## config.mk

```make
export PLATFORM = sky130hd
export DESIGN_NAME = irq_iack
export DESIGN_NICKNAME = d
export VERILOG_FILES = /design/src/rtl/irq_iack.sv
export SDC_FILE = /design/constraint.sdc
export NUM_CORES = 1
export LEC_CHECK = 0
export ABC_AREA = 1
export BUFFER_PORTS_ARGS = -buffer_cell sky130_fd_sc_hd__buf_2
export CAP_MARGIN = 40
export CORE_UTILIZATION = 25
export DETAILED_ROUTE_END_ITERATION = 12
export PLACE_DENSITY = 0.48
export REMOVE_ABC_BUFFERS = 1
export SYNTH_ARGS = -nofsm -noshare
export SYNTH_HDL_FRONTEND = slang
export SYNTH_SLANG_ARGS = --single-unit
```

## constraint.sdc

```tcl
create_clock -name clk -period 2.15 [get_ports clk]
set_clock_uncertainty 0.05 [all_clocks]
set_input_delay 0.1075 -clock clk [delete_from_list [all_inputs] [get_ports clk]]
set_output_delay 0.1075 -clock clk [all_outputs]
set_load 0.05 [all_outputs]
```

## src/rtl/irq_iack.sv

```systemverilog
// 68000 interrupt controller: synchronises and priority-encodes IRQ lines onto IPL,
// then answers each IACK bus cycle with autovector, a vectoring-device strobe, or bus error.
module irq_iack #(
    parameter logic [6:0] VECTORED_MASK = 7'b0001000,
    parameter int         TIMEOUT       = 16
) (
    input  logic       clk,
    input  logic       reset,
    input  logic [6:0] irq_n,
    input  logic       as_n,
    input  logic [2:0] fc,
    input  logic [3:0] a_hi,
    input  logic [2:0] a_lvl,
    input  logic       dtack_n,
    output logic [2:0] ipl_n,
    output logic       vpa_n,
    output logic       berr_n,
    output logic [6:0] iack_n,
    output logic       iack_active
);

    localparam logic [7:0] CNT_LAST = 8'(TIMEOUT - 1);

    typedef enum logic [2:0] {
        S_IDLE,
        S_ACK_VEC,
        S_ACK_AUTO,
        S_SPUR,
        S_FAULT,
        S_HOLD
    } state_t;

    // Highest asserted (active-low) request level, 0 when nothing is pending.
    function automatic logic [2:0] f_prio(input logic [6:0] req_n);
        logic [2:0] lvl;
        lvl = 3'd0;
        for (int i = 0; i < 7; i++) begin
            if (!req_n[i]) lvl = 3'(i + 1);
        end
        return lvl;
    endfunction

    logic [6:0] r_irq_p0;
    logic [6:0] r_req_p1;
    logic [2:0] r_ipl_n;
    logic       r_as_n;
    logic       r_dtack_n;
    logic [2:0] r_fc;
    logic [3:0] r_a_hi;
    logic [2:0] r_a_lvl;

    state_t     r_state;
    logic [7:0] r_cnt;
    logic       r_vpa_n;
    logic       r_berr_n;
    logic [6:0] r_iack_n;
    logic       r_active;

    state_t     w_state_nxt;
    logic [7:0] w_cnt_nxt;
    logic       w_vpa_nxt;
    logic       w_berr_nxt;
    logic [6:0] w_iack_nxt;
    logic       w_active_nxt;

    logic       w_dec;
    logic [6:0] w_lvl_oh;
    logic       w_lvl_req;
    logic       w_lvl_vec;

    // Stage p0/p1: two-flop request synchroniser; p2: registered priority level.
    always_ff @(posedge clk or posedge reset) begin
        if (reset) begin
            r_irq_p0  <= 7'h7F;
            r_req_p1  <= 7'h7F;
            r_ipl_n   <= 3'b111;
            r_as_n    <= 1'b1;
            r_dtack_n <= 1'b1;
        end else begin
            r_irq_p0  <= irq_n;
            r_req_p1  <= r_irq_p0;
            r_ipl_n   <= ~f_prio(r_req_p1);
            r_as_n    <= as_n;
            r_dtack_n <= dtack_n;
        end
    end

    always_ff @(posedge clk) begin
        r_fc    <= fc;
        r_a_hi  <= a_hi;
        r_a_lvl <= a_lvl;
    end

    assign w_dec     = !r_as_n && (r_fc == 3'b111) && (r_a_hi == 4'hF) && (r_a_lvl != 3'd0);
    assign w_lvl_oh  = 7'd1 << (r_a_lvl - 3'd1);
    assign w_lvl_req = |(~r_req_p1 & w_lvl_oh);
    assign w_lvl_vec = |(VECTORED_MASK & w_lvl_oh);

    always_ff @(posedge clk or posedge reset) begin
        if (reset) begin
            r_state  <= S_IDLE;
            r_cnt    <= 8'd0;
            r_vpa_n  <= 1'b1;
            r_berr_n <= 1'b1;
            r_iack_n <= 7'h7F;
            r_active <= 1'b0;
        end else begin
            r_state  <= w_state_nxt;
            r_cnt    <= w_cnt_nxt;
            r_vpa_n  <= w_vpa_nxt;
            r_berr_n <= w_berr_nxt;
            r_iack_n <= w_iack_nxt;
            r_active <= w_active_nxt;
        end
    end

    always_comb begin
        w_state_nxt  = r_state;
        w_cnt_nxt    = r_cnt;
        w_vpa_nxt    = r_vpa_n;
        w_berr_nxt   = r_berr_n;
        w_iack_nxt   = r_iack_n;
        w_active_nxt = r_active;

        if (r_state == S_IDLE) begin
            if (w_dec) begin
                w_cnt_nxt    = 8'd0;
                w_active_nxt = 1'b1;
                if (!w_lvl_req) begin
                    w_state_nxt = S_SPUR;
                end else if (w_lvl_vec) begin
                    w_state_nxt = S_ACK_VEC;
                    w_iack_nxt  = ~w_lvl_oh;
                end else begin
                    w_state_nxt = S_ACK_AUTO;
                    w_vpa_nxt   = 1'b0;
                end
            end
        end else if (r_as_n) begin
            // CPU ended (or aborted) the cycle: drop every strobe together.
            w_state_nxt  = S_IDLE;
            w_vpa_nxt    = 1'b1;
            w_berr_nxt   = 1'b1;
            w_iack_nxt   = 7'h7F;
            w_active_nxt = 1'b0;
        end else begin
            case (r_state)
                S_ACK_VEC: begin
                    if (!r_dtack_n) begin
                        w_state_nxt = S_HOLD;
                    end else if (r_cnt == CNT_LAST) begin
                        w_state_nxt = S_FAULT;
                        w_iack_nxt  = 7'h7F;
                        w_berr_nxt  = 1'b0;
                    end else begin
                        w_cnt_nxt = r_cnt + 8'd1;
                    end
                end
                S_ACK_AUTO: w_state_nxt = S_HOLD;
                S_SPUR: begin
                    if (r_cnt == CNT_LAST) begin
                        w_state_nxt = S_FAULT;
                        w_berr_nxt  = 1'b0;
                    end else begin
                        w_cnt_nxt = r_cnt + 8'd1;
                    end
                end
                S_FAULT: w_state_nxt = S_HOLD;
                S_HOLD:  w_state_nxt = S_HOLD;
                default: w_state_nxt = S_IDLE;
            endcase
        end
    end

    assign ipl_n       = r_ipl_n;
    assign vpa_n       = r_vpa_n;
    assign berr_n      = r_berr_n;
    assign iack_n      = r_iack_n;
    assign iack_active = r_active;

endmodule

```

# Word level (Yosys, flattened, before mapping)
# Cells that the tools add are included.
# op_classes
n_addsub,2
eq_ne,15
n_shift,1
n_mux,41
n_bitwise,5
n_reduce_logical,19
# ops
cell,count
$mux W7,8
$mux W8,5
$mux W3,9
$reduce_bool A3 Y1,6
$pmux W8 S2,1
$not A7 Y7,2
$mux W1,12
$eq A3 B3 Y1 const B,3
$pmux W3 S3,1
$add A8 B1 Y8 const B,1
$eq A8 B4 Y1 const B,1
$mux W2,4
$ne A2 B2 Y1 const B,4
$reduce_and A4 Y1,2
$and A7 B7 Y7,1
$reduce_or A7 Y1,1
$shl A1 B3 Y7 const A,1
$eq A3 B2 Y1 const B,2
$ne A3 B3 Y1 const B,2
$reduce_and A6 Y1,1
$eq A4 B4 Y1 const B,1
$eq A3 B1 Y1 const B,1
$logic_and A1 B1 Y1,3
$logic_not A3 Y1,1
other kinds (10),10
# totals
reg_bits,50
input_bits,21
out_inout_bits,13
word_cells,97

# Longest topological paths before layout
# logic_depth
ltp_word,8
ltp_mapped,10
mapped_depth_nobuf,10

# Worst setup path before layout
# No wires, ideal clock.
# synth_path
path_type,register to register
startpoint,reg r_cnt[0]
endpoint,reg r_cnt[4]
setup_time_ns,0.117
arrival_time_ns,1.348
required_ns,1.983
setup_slack_ns,0.635
path_stages_with_launch,10
path_buffers,0
period_less_slack_ns,1.515
path_cell_list,dfrtp_1 > ha_1 > inv_1 > nor2_2 > nand3_1 > nand2_2 > o21ai_4 > nand2_4 > nand2_1 > nand2_1
# synth_via
elab_chain_len,6
word_cells_on_any_way,7
classes_between,add/sub: 1; eq/ne: 1; mux: 5
# synth_rtl
element,line,text
start: declaration,53,logic [7:0] r_cnt;
start signal: assignment,109,r_cnt <= w_cnt_nxt;
$add A8 B1 Y8 or $eq A8 B4 Y1 (tied branches),n/a,
$mux W8 *,"151, 161",
$mux W8,149,if (!r_dtack_n) begin
$pmux W8 S2 *,147,case (r_state)
$mux W8 *,139,end else if (r_as_n) begin
$mux W8 *,125,if (r_state == S_IDLE) begin
# Mark *: on every way between the ends. The rest lies on a longest branch, timed or not. The select of a mux whose other input is x is not followed.
# A chain may end at the register's enable or synchronous reset.

# Final worst setup path
# layout_path
startpoint,reg r_cnt[0]
endpoint,reg r_cnt[6]
# The elaborated chain is that of the path after synthesis.

==> results.ini <==
[global_route]
grt_max_degree = 27
antenna_found_initial = 0
grtUsageTotal = 0.104
grt_pass1_wl_mm = 7.07
grt_pass1_vias = 1521
grt_overflow = 0

[cts]
htree_levels = 2
cts-root-buf = clkbuf_8
cts_tree = done
cts_setup_buffers = 0
clk_latency_ns = 0.31
clk_pin_slew_ns = 0.10
cts_sinks = 50
clock_path_buffers = 2
cts_buffers = 5

[floorplan]
fp.dieW_um = 93.7
coreArea_sq_um = 8180
die_area_sq_um = 8780
initial_core_util = 0.257
rows = 33
ios = 34
die_y_um = 93.7

[sta]
maxSlewViolCount = 0
final-setup-viol-count = 0
setup-tns-final_ns = 0
max_freq_ghz = 0.581
hold_viol = 0
max_slew_margin = 0.788
tightestPinTransition_ns = 0.317
fin_crit_ns = 1.72
fin_crit_sh = 0.800
rsz0062_at_grt = false

[power_and_ir_drop]
irDropWorstVdd_mv = 0.324
power_density_nw_per_um2 = 993
leakage_nw = 1.34
p_total_mw = 2.69

[detailed_routing]
via_per_inst = 4.04
wl_per_cell_um = 10.2
drt_iter0_drc = 118
drtAntennaViolNets = 0
num_vias = 1571
dr.pass1.iters = 4
wl_mm = 3.96
drc = 0

[place]
portBuffers = 33
place_congestion = 0.826
detailed_place_hpwl_mm = 2.81

[layout]
diodes = 0
area_growth_pct = 28.7
final_nets = 305
drive_above_1_share = 0.335

[run]
max-cap-violations = 0

[yosys]
synth_top_area_frac = 0.350
syn_area_sq_um = 2100
synth_flop_cell = dfstp_2
ys_seq_area_frac = 0.588
synth_edf_count = 0
synth_area_leaders = dfstp_2 35%, dfrtp_1 14%, nand2_1 11%, dfxtp_1 9.5%, nand3_1 5.0%
synth_largest_area_cell = dfstp_2
synth_area_per_cell_sq_um = 9.47
async_flop_share = 0.800
ys_ff_latch = 50
ys_warn_count = 0
synthCells = 222
ys_types = 29

[setup_path]
crit_top_cell = nand2_1
crit_required_ns = 2.30
slowest_delay_ns = 0.43
cp_max_fo = 9
start_kind = flip-flop
worstPathCellList = ha_1 -> inv_1 -> nor2_2 -> nand3_1 -> nand2_2 -> o21ai_4 -> nand2_4 -> nand2_1 -> nand2_1
cp_data_arrival_time_ns = 1.87
cp-end-kind = flip-flop
critPathKind = reg2reg
slowest_stage = dfrtp_1

[hold_path]
hold_class = reg2reg

[outcome]
outcome = complete, no violations

[routing by layer]
metal / share of wire / up-vias / global-route usage
met5: 0 / - / 0
met4: 0.018 / 0 / 0.0423
met3: 0.042 / 6 / 0.0340
met2: 0.46 / 34 / 0.165
met1: 0.48 / 722 / 0.129
li1: - / 809 / -
[area by class of cell]
class                   count  area (sq um)
clock buffers               6          93.8
clock inverters             2          13.8
fillers                   865          5470
inverters                  30           115
multi-input cells         141           737
flip-flops and latches     50          1240
well taps                 105           131
repair buffers             55           380
[power breakdown]
group / total, mW / internal, mW / switching (mW)
Clock: 0.626 / 0.302 / 0.324
Sequential: 1.16 / 1.07 / 0.0911
Combinational: 0.903 / 0.281 / 0.622
[synthesized netlist by cell type, drive strengths merged, types with 2 or more instances]
library cell   n
o21bai         2
dfxtp         10
nand2         70
nand3b         2
dfrtp         12
nor2          25
xnor2          2
nand3         22
dfstp         28
nand4          4
inv           30
xor2           2
a21oi          6
o21ai          3
[cells by family after synthesis]
group | synth area share
DFF | 0.588
adders and majority gates | 0.00595
and+or+nand+nor | 0.289
AOI/OAI and AO/OA | 0.0393
xor gates and xnor gates | 0.0167
buffers and inverters | 0.0619
[sequential cells by signal (all words and copies together), names as in the netlist, 3 cells and up]
register  cells
iack_n        7
ipl_n         3
r_a_hi        4
r_a_lvl       3
r_cnt         8
r_fc          3
r_irq_p0      7
r_req_p1      7
r_state       3
[path summary, 6_finish.rpt]
kind / from / end / slack, ns / cells past startpoint
hold / removal: r_irq_p0[1]$_DFF_PP1_ / r_req_p1[1]$_DFF_PP1_ / 0.30 / 0
max in group asynchronous: reset / vpa_n$_DFFE_PP1P_ / 1.39 / 4
setup / recovery: r_cnt[0]$_DFFE_PP0P_ / r_cnt[6]$_DFFE_PP0P_ / 0.43 / 9
min in group asynchronous: reset / r_state[0]$_DFFE_PP0P_ / 0.33 / 4
hold reg to reg: r_irq_p0[1]$_DFF_PP1_ / r_req_p1[1]$_DFF_PP1_ / 0.30 / 0
setup reg to reg: r_cnt[0]$_DFFE_PP0P_ / r_cnt[6]$_DFFE_PP0P_ / 0.43 / 9
[cell usage in the layout, fill, tap and decap left out, types with 3 or more instances in the layout]
master and count:
a21oi_1 6, buf_2 33, clkbuf_8 5, dfrtp_1 12, dfstp_2 28, dfxtp_1 10
dlygate4sd3_1 20, inv_1 24, inv_2 5, nand2_1 63, nand2_2 4, nand2_4 3
nand3_1 21, nand4_1 3, nor2_1 18, nor2_2 4
[per-stage QoR]
stage	hold slack, ns	utilization	cells	setup slack (ns)	cell area [sq um]
2_1_floorplan	0.0620	-	221	0.635	2090
3_3_place_gp	0.104	0.294	361	0.496	2400
3_5_place_dp	0.106	0.294	361	0.443	2400
4_1_cts	0.306	0.331	389	0.427	2710
5_1_grt	0.315	0.331	389	0.283	2710
6_report	0.296	0.331	389	0.430	2710
[worst max-delay path, delay by kind of cell (launching register included)]
| kind | cells | cell delay (ns) |
|---|---|---|
| simple gates | 6 | 0.49 |
| compound gates | 1 | 0.29 |
| flops | 1 | 0.43 |
| fa+ha+maj | 1 | 0.26 |
| buf+inv | 1 | 0.09 |
[repair_timing]
item,CTS,global route
resized for setup,0,0
hold endpoints to repair,41,0
hold buffers,20,0
endpoints found under the setup margin,0,0
Power figures use the tool's default switching activity.
